**config.mk**
```make
export PLATFORM = sky130hd
export DESIGN_NAME = dbg_regfile_dump_ctrl
export DESIGN_NICKNAME = d
export VERILOG_FILES = /design/src/rtl/dbg_pkg.sv /design/src/rtl/dbg_word_serializer.sv /design/src/rtl/dbg_regfile_dump_ctrl.sv
export SDC_FILE = /design/constraint.sdc
export NUM_CORES = 1
export LEC_CHECK = 0
export ABC_AREA = 1
export CORE_UTILIZATION = 40
export DETAILED_ROUTE_END_ITERATION = 6
export GPL_TIMING_DRIVEN = 0
export PLACE_DENSITY = 0.69
export SYNTH_ARGS = -nofsm -noshare
export SYNTH_HDL_FRONTEND = slang
export SYNTH_SLANG_ARGS = --single-unit
```
**constraint.sdc**
```tcl
create_clock -name clk -period 2 [get_ports clk]
set_clock_uncertainty 0.2 [all_clocks]
set_input_delay 0.3 -clock clk [delete_from_list [all_inputs] [get_ports clk]]
set_output_delay 0.3 -clock clk [all_outputs]
set_load 0.01 [all_outputs]
```
**src/rtl/dbg_pkg.sv**
```systemverilog
// Shared types and constants for the register-file debug dump path.
// Frame-related items are only used when DBG_DUMP_FRAME_EN is defined.
package dbg_pkg;

    typedef enum logic [2:0] {
        IDLE    = 3'd0,
        SETTLE  = 3'd1,
        CAPTURE = 3'd2,
        SEND    = 3'd3,
        DONE    = 3'd4,
        HEADER  = 3'd5,
        TRAILER = 3'd6
    } dbgState_t;

    localparam logic [7:0] DBG_SYNC_BYTE      = 8'hA5;
    localparam int         DBG_DATA_W         = 32;
    localparam int         DBG_BYTES_PER_WORD = DBG_DATA_W / 8;

endpackage

```
**src/rtl/dbg_word_serializer.sv**
```systemverilog
// Holds one register word and exposes it MSB-first a byte at a time,
// with a last-byte flag and a running XOR of every byte handed out.
module dbg_word_serializer
#(
    parameter int DATA_W = 32
)
(
    input  logic              clk,
    input  logic              rst,
    input  logic              load,
    input  logic              advance,
    input  logic              clearXor,
    input  logic [DATA_W-1:0] wordIn,
    output logic [7:0]        nextByte,
    output logic [7:0]        xorNext,
    output logic              lastByte
);
    localparam int BPW   = DATA_W / 8;
    localparam int CNT_W = (BPW > 1) ? $clog2(BPW) : 1;

    logic [DATA_W-1:0] shiftReg;
    logic [DATA_W-1:0] shifted;
    logic [CNT_W-1:0]  byteIdx;
    logic [7:0]        xorAcc;

    assign shifted  = shiftReg << 8;
    assign nextByte = shifted[DATA_W-1 -: 8];
    assign lastByte = (byteIdx == CNT_W'(BPW - 1));
    // Includes the byte currently on offer, so the trailer can be formed on its accept.
    assign xorNext  = xorAcc ^ shiftReg[DATA_W-1 -: 8];

    always_ff @(posedge clk or posedge rst) begin
        if (rst) begin
            shiftReg <= '0;
            byteIdx  <= '0;
            xorAcc   <= '0;
        end else begin
            if (load) begin
                shiftReg <= wordIn;
                byteIdx  <= '0;
            end else if (advance) begin
                shiftReg <= shifted;
                byteIdx  <= byteIdx + CNT_W'(1);
            end
            if (clearXor) begin
                xorAcc <= '0;
            end else if (advance) begin
                xorAcc <= xorNext;
            end
        end
    end

endmodule

```
**src/rtl/dbg_regfile_dump_ctrl.sv**
```systemverilog
// Freezes the pipeline and streams every register-file word MSB-first over valid/ready.
// DBG_DUMP_FRAME_EN adds a 0xA5 header byte and an XOR trailer byte around the payload.
//
// state   | meaning
// IDLE    | waiting for start, pipeline running
// HEADER  | offering the sync byte (framed build only)
// SETTLE  | waiting for the debug read port after an address change
// CAPTURE | latching dbg_read_data into the serializer
// SEND    | offering the word's bytes, MSB first
// TRAILER | offering the XOR of all payload bytes (framed build only)
// DONE    | one-cycle done pulse, release follows
module dbg_regfile_dump_ctrl
    import dbg_pkg::*;
#(
    parameter int NUM_REGS      = 32,
    parameter int ADDR_W        = 5,
    parameter int DATA_W        = 32,
    parameter int SETTLE_CYCLES = 2
)
(
    input  logic              clk,
    input  logic              rst,
    input  logic              start,
    input  logic              abort,
    output logic              dbg_on,
    output logic              stop_pipe,
    output logic [ADDR_W-1:0] dbg_read_reg,
    input  logic [DATA_W-1:0] dbg_read_data,
    output logic [7:0]        tx_data,
    output logic              tx_valid,
    input  logic              tx_ready,
    output logic              busy,
    output logic              done
);
    localparam logic [ADDR_W-1:0] LAST_REG    = ADDR_W'(NUM_REGS - 1);
    localparam logic [3:0]        SETTLE_LOAD = 4'(SETTLE_CYCLES - 1);

    dbgState_t  state;
    logic [3:0] settleCnt;
    logic       accept;
    logic       serLoad;
    logic       serAdvance;
    logic       serClear;
    logic       serLast;
    logic [7:0] serNext;
    logic [7:0] serXorNext;

    assign accept     = tx_valid && tx_ready;
    assign serLoad    = (state == CAPTURE);
    assign serAdvance = (state == SEND) && accept && !abort;
    assign serClear   = (state == IDLE) && start;

`ifndef DBG_DUMP_FRAME_EN
    logic unusedXor;
    assign unusedXor = ^serXorNext;
`endif

    dbg_word_serializer #(.DATA_W(DATA_W)) u_serializer (
        .clk      (clk),
        .rst      (rst),
        .load     (serLoad),
        .advance  (serAdvance),
        .clearXor (serClear),
        .wordIn   (dbg_read_data),
        .nextByte (serNext),
        .xorNext  (serXorNext),
        .lastByte (serLast)
    );

    always_ff @(posedge clk or posedge rst) begin
        if (rst) begin
            state        <= IDLE;
            settleCnt    <= '0;
            dbg_on       <= 1'b0;
            stop_pipe    <= 1'b0;
            busy         <= 1'b0;
            done         <= 1'b0;
            tx_valid     <= 1'b0;
            tx_data      <= '0;
            dbg_read_reg <= '0;
        end else if (abort && state != IDLE) begin
            // Partial word is dropped; tx_data keeps its last value but is no longer valid.
            state     <= IDLE;
            tx_valid  <= 1'b0;
            dbg_on    <= 1'b0;
            stop_pipe <= 1'b0;
            busy      <= 1'b0;
            done      <= 1'b0;
        end else begin
            done <= 1'b0;
            case (state)
                IDLE: begin
                    if (start && !abort) begin
                        dbg_read_reg <= '0;
                        dbg_on       <= 1'b1;
                        stop_pipe    <= 1'b1;
                        busy         <= 1'b1;
                        settleCnt    <= SETTLE_LOAD;
`ifdef DBG_DUMP_FRAME_EN
                        state        <= HEADER;
                        tx_valid     <= 1'b1;
                        tx_data      <= DBG_SYNC_BYTE;
`else
                        state        <= SETTLE;
`endif
                    end
                end
                HEADER: begin
                    if (accept) begin
                        tx_valid <= 1'b0;
                        state    <= SETTLE;
                    end
                end
                SETTLE: begin
                    if (settleCnt == 4'd0) begin
                        state <= CAPTURE;
                    end else begin
                        settleCnt <= settleCnt - 4'd1;
                    end
                end
                CAPTURE: begin
                    tx_data  <= dbg_read_data[DATA_W-1 -: 8];
                    tx_valid <= 1'b1;
                    state    <= SEND;
                end
                SEND: begin
                    if (accept) begin
                        if (!serLast) begin
                            tx_data <= serNext;
                        end else if (dbg_read_reg == LAST_REG) begin
`ifdef DBG_DUMP_FRAME_EN
                            tx_data  <= serXorNext;
                            state    <= TRAILER;
`else
                            tx_valid <= 1'b0;
                            done     <= 1'b1;
                            state    <= DONE;
`endif
                        end else begin
                            tx_valid     <= 1'b0;
                            dbg_read_reg <= dbg_read_reg + ADDR_W'(1);
                            settleCnt    <= SETTLE_LOAD;
                            state        <= SETTLE;
                        end
                    end
                end
                TRAILER: begin
                    if (accept) begin
                        tx_valid <= 1'b0;
                        done     <= 1'b1;
                        state    <= DONE;
                    end
                end
                DONE: begin
                    dbg_on    <= 1'b0;
                    stop_pipe <= 1'b0;
                    busy      <= 1'b0;
                    state     <= IDLE;
                end
                default: begin
                    state <= IDLE;
                end
            endcase
        end
    end

endmodule

```
==> run_results.csv <==
group,metric,value,unit
worst_setup_path,arrival,1.86,ns
worst_setup_path,cp-start-kind,"register",
yosys,async_flop_share,1.000,
yosys,synth_edf_count,0,
floorplan,coreArea,0.006026,mm²
route,drc_errors,0,
worst_setup_path,crit_type,"register to register",
global_routing,grt_pass1_vias,2026,
placed_design,hpwl,4.153,mm
global_routing,antenna_found_initial,0,
worst_setup_path,cp_num_buf_inv,0,
global_routing,grt_max_degree,33,
final_layout,nets,417,
cts,clockBufferDepth,2,
worst_setup_path,crit_chain,"ha_1 > nand2_1 > nor2_1 > ha_1 > o21ai_1 > nand2_4 > nand2_1 > o21ai_2",
timing,worst_pin_slew,0.4076,ns
worst_setup_path,crit_slowest_cell,"dfrtp_1",
pwr,p_leak,1.594,nW
timing,drv_slew,0,
run_status,status,"completed",
worst_setup_path,critPathCaptureType,"register",
cts,ctsHoldBuffers,0,
yosys,synth_flop_cell,"dfrtp_1",
global_routing,track_usage,0.1771,
yosys,avgSynthCellArea,8.207,µm²
pwr,total_power,4.300,mW
placed_design,placed_cell_area,0.003207,mm²
placed_design,pre_cts_slack,0.03287,ns
final_layout,final_area,0.003308,mm²
worst_setup_path,critical_path_depth,8,
final_layout,largest_reg_flops,24,
cts,cts_tree,"built",
cts,cts.sinks,49,
route,wire_per_inst,11.82,µm
global_routing,overflow,0,
worst_setup_path,worstPathMaxFanout,9,
placed_design,gp_congestion,0.8351,
timing,max_freq,534.4,MHz
route,via_per_inst,4.745,
floorplan,start_util,0.4236,
cts,cts_made_buffers,5,
yosys,syn_nets,353,
timing,worst_hold_slack,0.1009,ns
global_routing,grt_pass1_wl,9.087,mm
timing,period_needed,1.871,ns
yosys,synth_top_cell_area_share,0.4804,
yosys,synth_cell_type_count,32,
route,drtPass1Iterations,4,
job,max_cap_viol_count,0,
timing,slew_headroom,0.7279,
cts,cts.clk_slew.worst_paths,0.09,ns
timing,hold_viol,0,
worst_setup_path,path_delay_family,"flip-flops",
route,drtIter0Drc,79,
floorplan,die_w,81.88,µm
yosys,ys.warnings.count,0,
route,route.vias.total,2140,
final_layout,antenna_cells,0,
worst_setup_path,slowest_delay,0.43,ns
worst_setup_path,startpoint,"dbg_read_reg[0]$_DFFE_PP0P_",
timing,fin_crit_sh,0.9357,
yosys,ys_top_cells_by_area,"dfrtp_1 (48%), nand2_1 (17%), o21ai_0 (3.3%)",
floorplan,rows,28,
placed_design,port_buffers,54,
yosys,ys_seq_area_frac,0.4804,
yosys,synth_area,0.002552,mm²
floorplan,dieArea,0.006704,mm²
final_layout,fin_util,0.5490,
pwr,powerDensity,1300,mW/mm²
cts,htreeDepth,2,
cts,clk_latency,0.29,ns
worst_setup_path,worst_ep_required_time,1.99,ns
cts,cts-root-buf,"clkbuf_8",
yosys,synth.largest_area_cell,"dfrtp_1",
yosys,synth_cells,311,
floorplan,io_pins,55,
worst_setup_path,worstReg2RegStart,"dbg_read_reg[0]$_DFFE_PP0P_",
floorplan,dieHeight,81.88,µm
pwr,ir_drop,0.5748,mV
yosys,ys_ff_latch,49,
timing,setup_ws,0.1286,ns
final_layout,area_growth,29.61,%
hold_path,hold_path_class,"input port to asynchronous set/reset pin",
route,drt-total-wl,5.333,mm
final_layout,drive_gt1_frac,0.1303,
worst_setup_path,r2r_cells,8,
timing,setup_viol,0,
route,final_antenna_net_count,0,
==> area by class of cell <==
class,count,area (µm²)
Inverter,25,96.34
Sequential cell,49,1226
Clock inverter,1,7.507
Fill cell,581,2718
Tap cell,75,93.84
Timing Repair Buffer,57,575.6
Clock buffer,7,76.32
Buffer,11,82.58
Multi-Input combinational cell,226,1150
==> through the flow <==
| stage | setup TNS (ns) | std cells |
|---|---|---|
| after floorplan | 0 | 311 |
| after global placement | -30.26 | 440 |
| after detailed placement | 0 | 441 |
| after CTS | 0 | 449 |
| after global routing | -0.01025 | 451 |
| final | 0 | 451 |
==> kinds of logic (layout without fill, tap and decap cells) <==
group,Yosys count,after routing,share of synthesized area
buffers and inverters,36,101,0.07010
xor gates and xnor gates,1,1,0.003432
and+or+nand+nor,168,168,0.2966
DFF,49,49,0.4804
adders and majority gates,5,5,0.02451
AOI/OAI and AO/OA,52,52,0.1250
==> repair_timing <==
item | in CTS | in global routing
endpoints found under the setup margin | 0 | 9
gates resized for setup | 0 | 1
buffers inserted | 0 | 2
hold endpoints to repair | 0 | 0
==> per-layer routing <==
metal  global-route usage  part of all wire  vias to the layer above
met2               0.2909              0.47                       45
met1               0.2438              0.49                      960
met3              0.03000             0.038                        4
li1                     -                 -                     1131
met4              0.03860            0.0058                        0
met5                    0                 0                        -
==> where the power goes <==
group          switching, mW  internal, mW
logic                   1.21         0.926
clock network          0.319         0.248
registers              0.200          1.40
==> path summary, 6_finish.rpt <==
path	endpoint	slack [ns]
max	dbg_read_reg[2]$_DFFE_PP0P_	0.13
min	dbg_read_reg[1]$_DFFE_PP0P_	0.10
min reg2reg	settleCnt[1]$_DFFE_PP0P_	0.28
max reg2reg	dbg_read_reg[2]$_DFFE_PP0P_	0.13
max in group asynchronous	u_serializer.shiftReg[14]$_DFFE_PP0P_	1.00
min in group clk	settleCnt[1]$_DFFE_PP0P_	0.28
==> placed cells by master, fill, tap and decap left out, types with 2 or more instances in the layout <==
| master | Yosys | layout |
|---|---|---|
| o21ai_2 | 4 | 4 |
| nor2_2 | 2 | 2 |
| o22ai_1 | 6 | 6 |
| o211ai_1 | 5 | 5 |
| clkbuf_8 | 0 | 5 |
| clkbuf_1 | 0 | 2 |
| nand4_1 | 2 | 2 |
| a21oi_1 | 8 | 8 |
| nand2_2 | 2 | 3 |
| o21a_1 | 3 | 3 |
| nand3b_1 | 2 | 2 |
| buf_4 | 6 | 8 |
| nand3_2 | 2 | 2 |
| o21ai_0 | 17 | 17 |
| buf_2 | 3 | 3 |
| o21ai_1 | 2 | 2 |
| nand2_1 | 113 | 112 |
| a22oi_1 | 3 | 3 |
| ha_1 | 5 | 5 |
| nor2_1 | 21 | 21 |
| inv_1 | 19 | 18 |
| dfrtp_1 | 49 | 49 |
| nor2_4 | 3 | 3 |
| buf_6 | 2 | 2 |
| a31oi_1 | 2 | 2 |
| inv_2 | 5 | 6 |
| or2_2 | 2 | 2 |
| nand2_4 | 4 | 4 |
| nand3_1 | 14 | 14 |
| clkdlybuf4s50_1 | 0 | 54 |
==> cells in the mapped netlist, types with 3 or more instances <==
master	instances
buf_4	6
o21ai_0	17
dfrtp_1	49
buf_2	3
nand2_4	4
ha_1	5
inv_2	5
o22ai_1	6
nand3_1	14
nand2_1	113
a21oi_1	8
a22oi_1	3
o21a_1	3
nor2_1	21
inv_1	19
o21ai_2	4
o211ai_1	5
nor2_4	3
Power figures use the tool's default switching activity.
